==> src/rtl/fixed_dwn_groupsum.sv <==
// Two-stage group popcount with optional argmax: S1 registers per-class counts, S2 the counts plus winner.
// Optional argmax comparator enabled by defining DWN_GROUPSUM_ARGMAX_EN; otherwise data_out_1 is tied to 0.
module fixed_dwn_groupsum #(
  parameter  int INPUT_SIZE  = 8,
  parameter  int NUM_CLASSES = 2,
  localparam int NC_SAFE     = (NUM_CLASSES < 1) ? 1 : NUM_CLASSES,
  localparam int GROUP_SIZE  = INPUT_SIZE / NC_SAFE,
  localparam int COUNT_WIDTH = $clog2(GROUP_SIZE + 1),
  localparam int IDX_WIDTH   = (NC_SAFE > 2) ? $clog2(NC_SAFE) : 1
) (
  input  logic                               clk,
  input  logic                               rst,
  input  logic [INPUT_SIZE-1:0]              data_in_0,
  input  logic                               data_in_0_valid,
  output logic                               data_in_0_ready,
  output logic [NUM_CLASSES*COUNT_WIDTH-1:0] data_out_0,
  output logic [IDX_WIDTH-1:0]               data_out_1,
  output logic                               data_out_0_valid,
  input  logic                               data_out_0_ready
);

  if (NUM_CLASSES < 1 || (INPUT_SIZE % NC_SAFE) != 0) begin : g_bad_cfg
    $error("fixed_dwn_groupsum: INPUT_SIZE must be a positive multiple of NUM_CLASSES");
  end

  logic                                         s1_valid;
  logic [NUM_CLASSES-1:0][COUNT_WIDTH-1:0]      s1_cnt;
  logic [NUM_CLASSES-1:0][COUNT_WIDTH-1:0]      cnt_d;
  logic                                         s1_adv;
  logic                                         s2_adv;

  // Ready depends only on stage occupancy and downstream ready, never on input valid.
  assign s2_adv          = !data_out_0_valid || data_out_0_ready;
  assign s1_adv          = !s1_valid || s2_adv;
  assign data_in_0_ready = s1_adv;

  always_comb begin
    cnt_d = '0;
    for (int c = 0; c < NUM_CLASSES; c++) begin
      for (int b = 0; b < GROUP_SIZE; b++) begin
        cnt_d[c] = cnt_d[c] + COUNT_WIDTH'(data_in_0[c*GROUP_SIZE + b]);
      end
    end
  end

  always_ff @(posedge clk or negedge rst) begin
    if (!rst) begin
      s1_valid <= 1'b0;
      s1_cnt   <= '0;
    end else if (s1_adv) begin
      s1_valid <= data_in_0_valid;
      if (data_in_0_valid) s1_cnt <= cnt_d;
    end
  end

  always_ff @(posedge clk or negedge rst) begin
    if (!rst) begin
      data_out_0_valid <= 1'b0;
      data_out_0       <= '0;
    end else if (s2_adv) begin
      data_out_0_valid <= s1_valid;
      if (s1_valid) data_out_0 <= s1_cnt;
    end
  end

`ifdef DWN_GROUPSUM_ARGMAX_EN
  logic [IDX_WIDTH-1:0]   arg_d;
  logic [COUNT_WIDTH-1:0] best_cnt;

  // Strict greater-than keeps the earliest class on ties.
  always_comb begin
    arg_d    = '0;
    best_cnt = s1_cnt[0];
    for (int c = 1; c < NUM_CLASSES; c++) begin
      if (s1_cnt[c] > best_cnt) begin
        best_cnt = s1_cnt[c];
        arg_d    = IDX_WIDTH'(c);
      end
    end
  end

  always_ff @(posedge clk or negedge rst) begin
    if (!rst) begin
      data_out_1 <= '0;
    end else if (s2_adv && s1_valid) begin
      data_out_1 <= arg_d;
    end
  end
`else
  assign data_out_1 = '0;
`endif

endmodule

==> config.mk <==
export PLATFORM = sky130hd
export DESIGN_NAME = fixed_dwn_groupsum
export DESIGN_NICKNAME = d
export VERILOG_FILES = /design/src/rtl/fixed_dwn_groupsum.sv
export SDC_FILE = /design/constraint.sdc
export NUM_CORES = 1
export LEC_CHECK = 0
export CORE_MARGIN = 2
export CORE_UTILIZATION = 40
export DETAILED_ROUTE_END_ITERATION = 6
export PLACE_DENSITY = 0.7
export SYNTH_ARGS = -nofsm -noshare
export SYNTH_HDL_FRONTEND = slang
export SYNTH_SLANG_ARGS = --single-unit
export TNS_END_PERCENT = 10
==> constraint.sdc <==
create_clock -name clk -period 1.65 [get_ports clk]
set_input_delay 0.33 -clock clk [delete_from_list [all_inputs] [get_ports clk]]
set_output_delay 0.33 -clock clk [all_outputs]
set_load 0.02 [all_outputs]
==> metrics.csv, run 1 <==
metric;value;unit
I/O pin cnt;21;
adder-cell share of the synthesized area;13.24;%
final instance area;979.7;µm²
root buffer cell;clkbuf_4;
Cell Area, Placed;925.9;µm²
Syn Nets;68;
Clock Skews;0.008288;ns
H-tree levels;1;
vias in the first global route;416;
Critical Path RT;1.32;ns
Die Width;45.25;µm
post-synthesis mux area share;19.85;%
maxcap violations;0;
Clock transition at path regs;0.08;ns
crit path kind;input port to output port;
DRC errors left;0;
placed insts;86;
Max Clock Freq;623.2;MHz
# diodes;0;
Synth Area in Compound Gates;0;%
Layout Cells excl Fill;90;
drt first pass iters;1;
fillcell total;125;
leakage;0.0004729;µW
R2R depth;4;
PwrDens;1103;nW/µm²
CTS Sinks;14;
CP Max Fanout;2;
Tot GR Track Use;14.80;%
Final #Nets;93;
status;finished clean;
commonest cells after routing, fill and taps aside;14 x dfrtp_1, 11 x clkdlybuf4s50_1, 7 x inv_1, 6 x mux2_2, 6 x dlygate4sd2_1;
Synth warnings;0;
Hold Path Class;input port to asynchronous set/reset pin;
Vias/cell;4.678;
final WL;1152;µm
pre-CTS setup slack;-0.7170;ns
# setup viols final;0;
first-pass GRT wire length;2056;µm
Area Overhead vs Synth;43.93;%
Unique masters post-synth;12;
WL/cell;12.80;µm
initial antenna violation count;0;
Final Cycle Share;97.26;%
fraction of layout cells with a size suffix above 1;35.14;%
Hold Vio Cnt, Final;0;
CTS max path bufs;2;
flops & latches, synth;14;
Chip Height;45.25;µm
routability cong.;0.6234;
Post-Synthesis Cells;50;
fin worst setup slack;0.04526;ns
unrepaired setup endpoints after global routing;no;
WP data arrival;1.27;ns
final worst path period need;1.605;ns
largest family of logic cells by synthesized area;multiplexers;
peak supply drop;652.1;µV
site row count;14;
latest clock arrival within the worst-skew pair;0.29;ns
commonest non-fill, non-tap cell in the layout;dfrtp_1;
CTS tree;built;
Avg Synthesized Cell Area;13.61;µm²
Seq/Total Area, Yosys;51.47;%
number of buffers created by CTS;3;
First DRT Iteration DRCs;0;
post-CTS setup buffers;0;
Starting Density;43.66;%
Simple-Gate Fraction of Synth Area;8.272;%
Slew Limit Fails;0;
post-synthesis xor/xnor area fraction;0;%
kind of launch point of the worst setup path;input port;
Die ar.;2048;µm²
mapped cell area;680.7;µm²
vias;421;
Remaining Overflow, GRT;0;
core area;1559;µm²
pin count of the biggest net entering global routing;15;
Port Buffer Count;19;
Routed Antenna Nets;0;
CP Capture Type;output port;
[worst max-delay path, stage by stage]
cell	delay, ns
clkdlybuf4s50_1	0.48
nand3b_4	0.13
dlygate4sd2_1	0.33
[state kept, by name, indices dropped and copies added (netlist names)]
signal,flops
data_out_0,6
s1_cnt,6
data_out_0_valid,1
s1_valid,1
[path summary, 6_finish.rpt]
check / end / from / slack (ns)
max: data_in_0_ready / data_out_0_ready / 0.05
min: s1_cnt[2] / rst / 0.35
max reg2reg: s1_cnt[0] / s1_valid / 0.41
min reg2reg: s1_cnt[3] / s1_cnt[3] / 0.50
max in group asynchronous: s1_cnt[0] / rst / 1.13
min in group clk: s1_cnt[3] / s1_cnt[3] / 0.50
[area by class of cell]
cell class | count | area, µm² | area share (%)
clock buffer | 4 | 36.28 | 3.704
sequential | 14 | 350.3 | 35.76
timing repair buffer | 21 | 187.7 | 19.16
inverter | 10 | 52.55 | 5.364
multi-input combinational | 25 | 332.8 | 33.97
tap | 16 | 20.02 | 2.043
[cell usage after synthesis]
| library cell | instances | share of area (%) |
|---|---|---|
| inv_1 | 10 | 5.5 |
| nand2b_1 | 3 | 2.8 |
| fa_1 | 2 | 5.9 |
| mux2_2 | 6 | 9.9 |
| buf_4 | 1 | 1.1 |
| nand2_4 | 1 | 1.7 |
| nand3b_4 | 1 | 2.9 |
| ha_1 | 4 | 7.4 |
| mux2_1 | 6 | 9.9 |
| conb_1 | 1 | 0.55 |
| dfrtp_1 | 14 | 51 |
| nand2_2 | 1 | 0.92 |
[routing by layer]
| metal | track usage (%) | up-vias | share of wire, % |
|---|---|---|---|
| met5 | 0 | - | 0 |
| met4 | 3.529 | 0 | 1.5 |
| met3 | 8.000 | 3 | 6.9 |
| met2 | 22.00 | 15 | 47 |
| met1 | 18.93 | 200 | 45 |
| li1 | - | 203 | - |
[per-stage QoR]
stage                     util [%]  hold slack [ns]  total power [µW]  setup TNS, ns
after floorplan                  -          0.03441             665.8        -0.1294
after global placement       59.39           0.4755             830.2         -3.822
after detailed placement     59.39           0.4836             840.6         -3.997
after CTS                    63.56           0.3507              1103      -0.002453
after global routing         62.84           0.3688              1145              0
final                        62.84           0.3471              1080              0
[what timing repair did]
action	in CTS	in global routing
pin swaps	6	0
hold buffers	0	0
gates resized for setup	15	2
setup endpoints to repair	8	4
[power by group]
group / switching (µW) / internal, µW / leakage [µW]
Clock: 110 / 135 / 0.0000210
Combinational: 161 / 202 / 0.000283
Sequential: 44.9 / 427 / 0.000169
[cells by family (layout without fill, tap and decap cells)]
logic type    Yosys count  after routing
fa+ha+maj               6              6
buf+inv                11             35
flops                  14             14
mux                    12             12
other cells             1              1
simple gates            6              6
(Power assumes the default switching activity.)
==> run 2, diff against run 1 <==
- ABC_AREA: unset -> 1
==> run 2 against run 1 <==
The run now ends with negative setup slack left. Design area up 0.26%. Combinational power shrank 3%. Cell count rose by 30%. Highest routed layer unchanged. Global-route usage is 2.1 points lower. Critical path depth grew 5. Non-clock buffer count grew 1. Largest cell class unchanged. Clock skew down 0.0076 ns. Critical endpoint is now s1_cnt[4]. First-iteration DRC count is 9 higher. Total power is 2.7% lower. Via count up 32%. Sequential power shrank 2%.
==> metrics.csv, run 2 <==
metric;value;unit
status;finished with violations;
failing checks;negative setup slack;
Vias/cell;4.752;
PwrDens;1071;nW/µm²
leakage;0.0005476;µW
Post-synth EDFFs;0;
Clock transition at path regs;0.08;ns
hold_buf cts;0;
commonest non-fill, non-tap cell in the layout;nand2_1;
crit path kind;input port to flop;
first-pass GRT wire length;1869;µm
Chip Height;45.82;µm
Unique masters post-synth;11;
Yosys top cell by area;dfrtp_1;
First DRT Iteration DRCs;9;
final worst path period need;1.704;ns
top-count cell post-synth;nand2_1;
site row count;15;
Max Clock Freq;586.9;MHz
peak supply drop;426.0;µV
fin worst setup slack;-0.05390;ns
pin count of the biggest net entering global routing;15;
Routed Antenna Nets;0;
Die ar.;2099;µm²
Synth warnings;0;
WL/cell;9.607;µm
core area;1689;µm²
Port Buffer Count;19;
Seq/Total Area, Yosys;50.09;%
commonest cells after routing, fill and taps aside;26 x nand2_1, 14 x dfrtp_1, 13 x clkdlybuf4s50_1, 11 x nand3_1, 7 x inv_1;
placed insts;113;
routability cong.;0.7114;
Die Width;45.82;µm
pre-CTS setup slack;-0.4580;ns
ys async rst share;100.0;%
# setup viols final;1;
ranking of synthesized cells by area;dfrtp_1 50%, nand2_1 14%, nand3_1 8.6%;
Layout Cells excl Fill;117;
Syn Nets;94;
post-route setup TNS;-0.05390;ns
maxcap violations;0;
Hold Vio Cnt, Final;0;
Critical Path RT;1.86;ns
CP Capture Type;flop;
Final #Nets;119;
latest clock arrival within the worst-skew pair;0.27;ns
reg-to-reg slack, setup;0.64;ns
Avg Synthesized Cell Area;9.203;µm²
Area Overhead vs Synth;40.43;%
CTS tree;built;
R2R depth;5;
final core occ;58.15;%
fillcell total;167;
# diodes;0;
top cells by count, synth;26 x nand2_1, 14 x dfrtp_1, 12 x nand3_1;
CTS Sinks;14;
initial antenna violation count;0;
Post-Synthesis Cells;76;
Slew Limit Fails;0;
number of buffers created by CTS;3;
unrepaired setup endpoints after global routing;yes;
fraction of layout cells with a size suffix above 1;18.00;%
DP Wirelength;922.9;µm
CTS max path bufs;2;
DRC errors left;0;
root buffer cell;clkbuf_4;
Tot GR Track Use;12.75;%
kind of launch point of the worst setup path;input port;
final WL;1124;µm
Starting Density;41.41;%
Worst Setup SP;data_in_0[5];
H-tree levels;1;
vias in the first global route;482;
r2r endpoint;s1_cnt[1];
I/O pin cnt;21;
drt first pass iters;4;
Synth Flop Type;dfrtp_1;
Final Cycle Share;103.3;%
post-synth top area share;50.09;%
Remaining Overflow, GRT;0;
largest registers;data_out_0: 6 flops, s1_cnt: 6 flops;
flops & latches, synth;14;
Clock Skews;0.0006624;ns
Hold Path Class;input port to asynchronous set/reset pin;
WP data arrival;1.91;ns
mapped cell area;699.4;µm²
vias;556;
CP Max Fanout;1;
reg2reg start;data_out_0_valid;
-- run 2: cells by family (layout without fill, tap and decap cells) --
logic type | count (synthesis) | in the layout | share of synthesized area, %
flip-flops | 14 | 14 | 50.09
AND/OR/NAND/NOR | 42 | 42 | 28.44
other | 1 | 1 | 0.5362
buffers and inverters | 13 | 37 | 8.050
adder cells (fa/ha/maj) | 6 | 6 | 12.88
-- run 2: how the worst max path moves through the flow --
stage / endpoint / cells after the start
finish: s1_cnt[4] / 8
global route: s1_cnt[4] / 8
CTS: s1_cnt[1] / 8
detailed placement: s1_cnt[1] / 8
global placement: s1_cnt[4] / 8
floorplan: s1_cnt[1] / 7
-- run 2: stage by stage --
| stage | power (µW) | cell area, µm² | hold WS [ns] |
|---|---|---|---|
| floorplan | 661.3 | 699.4 | 0.03441 |
| global placement | 820.2 | 918.4 | 0.4548 |
| detailed placement | 828.6 | 918.4 | 0.4586 |
| CTS | 1060 | 957.2 | 0.3588 |
| global route | 1131 | 982.2 | 0.3664 |
| finish | 1051 | 982.2 | 0.3605 |
-- run 2: cell type report --
type / instances / area [µm²] / area share [%]
Timing Repair Buffer: 22 / 220.2 / 22.42
Clock buffer: 4 / 36.28 / 3.694
Tap cell: 17 / 21.27 / 2.166
Multi-Input combinational cell: 49 / 312.8 / 31.85
Sequential cell: 14 / 350.3 / 35.67
Inverter: 11 / 41.29 / 4.204
-- run 2: power breakdown --
group,internal [µW],switching [µW]
registers,420,44.3
clock network,134,99.1
logic,168,186
-- run 2: what timing repair did --
action                                  CTS  global route
buffers inserted                          0             0
pin swaps                                 2             3
gates resized for setup                   4            10
endpoints found under the setup margin    6             6
-- run 2: routing by layer --
metal / part of all wire, % / wire [µm] / up-vias / global-route usage, %
met4: 1.5 / 17 / 0 / 8.571
met3: 5.9 / 66 / 6 / 2.381
li1: - / - / 278 / -
met1: 43 / 484 / 249 / 15.04
met2: 49 / 555 / 23 / 20.85
met5: 0 / 0 / - / 0
-- run 2: worst max-delay path: stages --
cell and delay, ns:
clkdlybuf4s50_1 0.45, inv_1 0.05, fa_1 0.49, inv_1 0.04
ha_2 0.17, ha_4 0.26, nand3_2 0.05, nand2_1 0.07
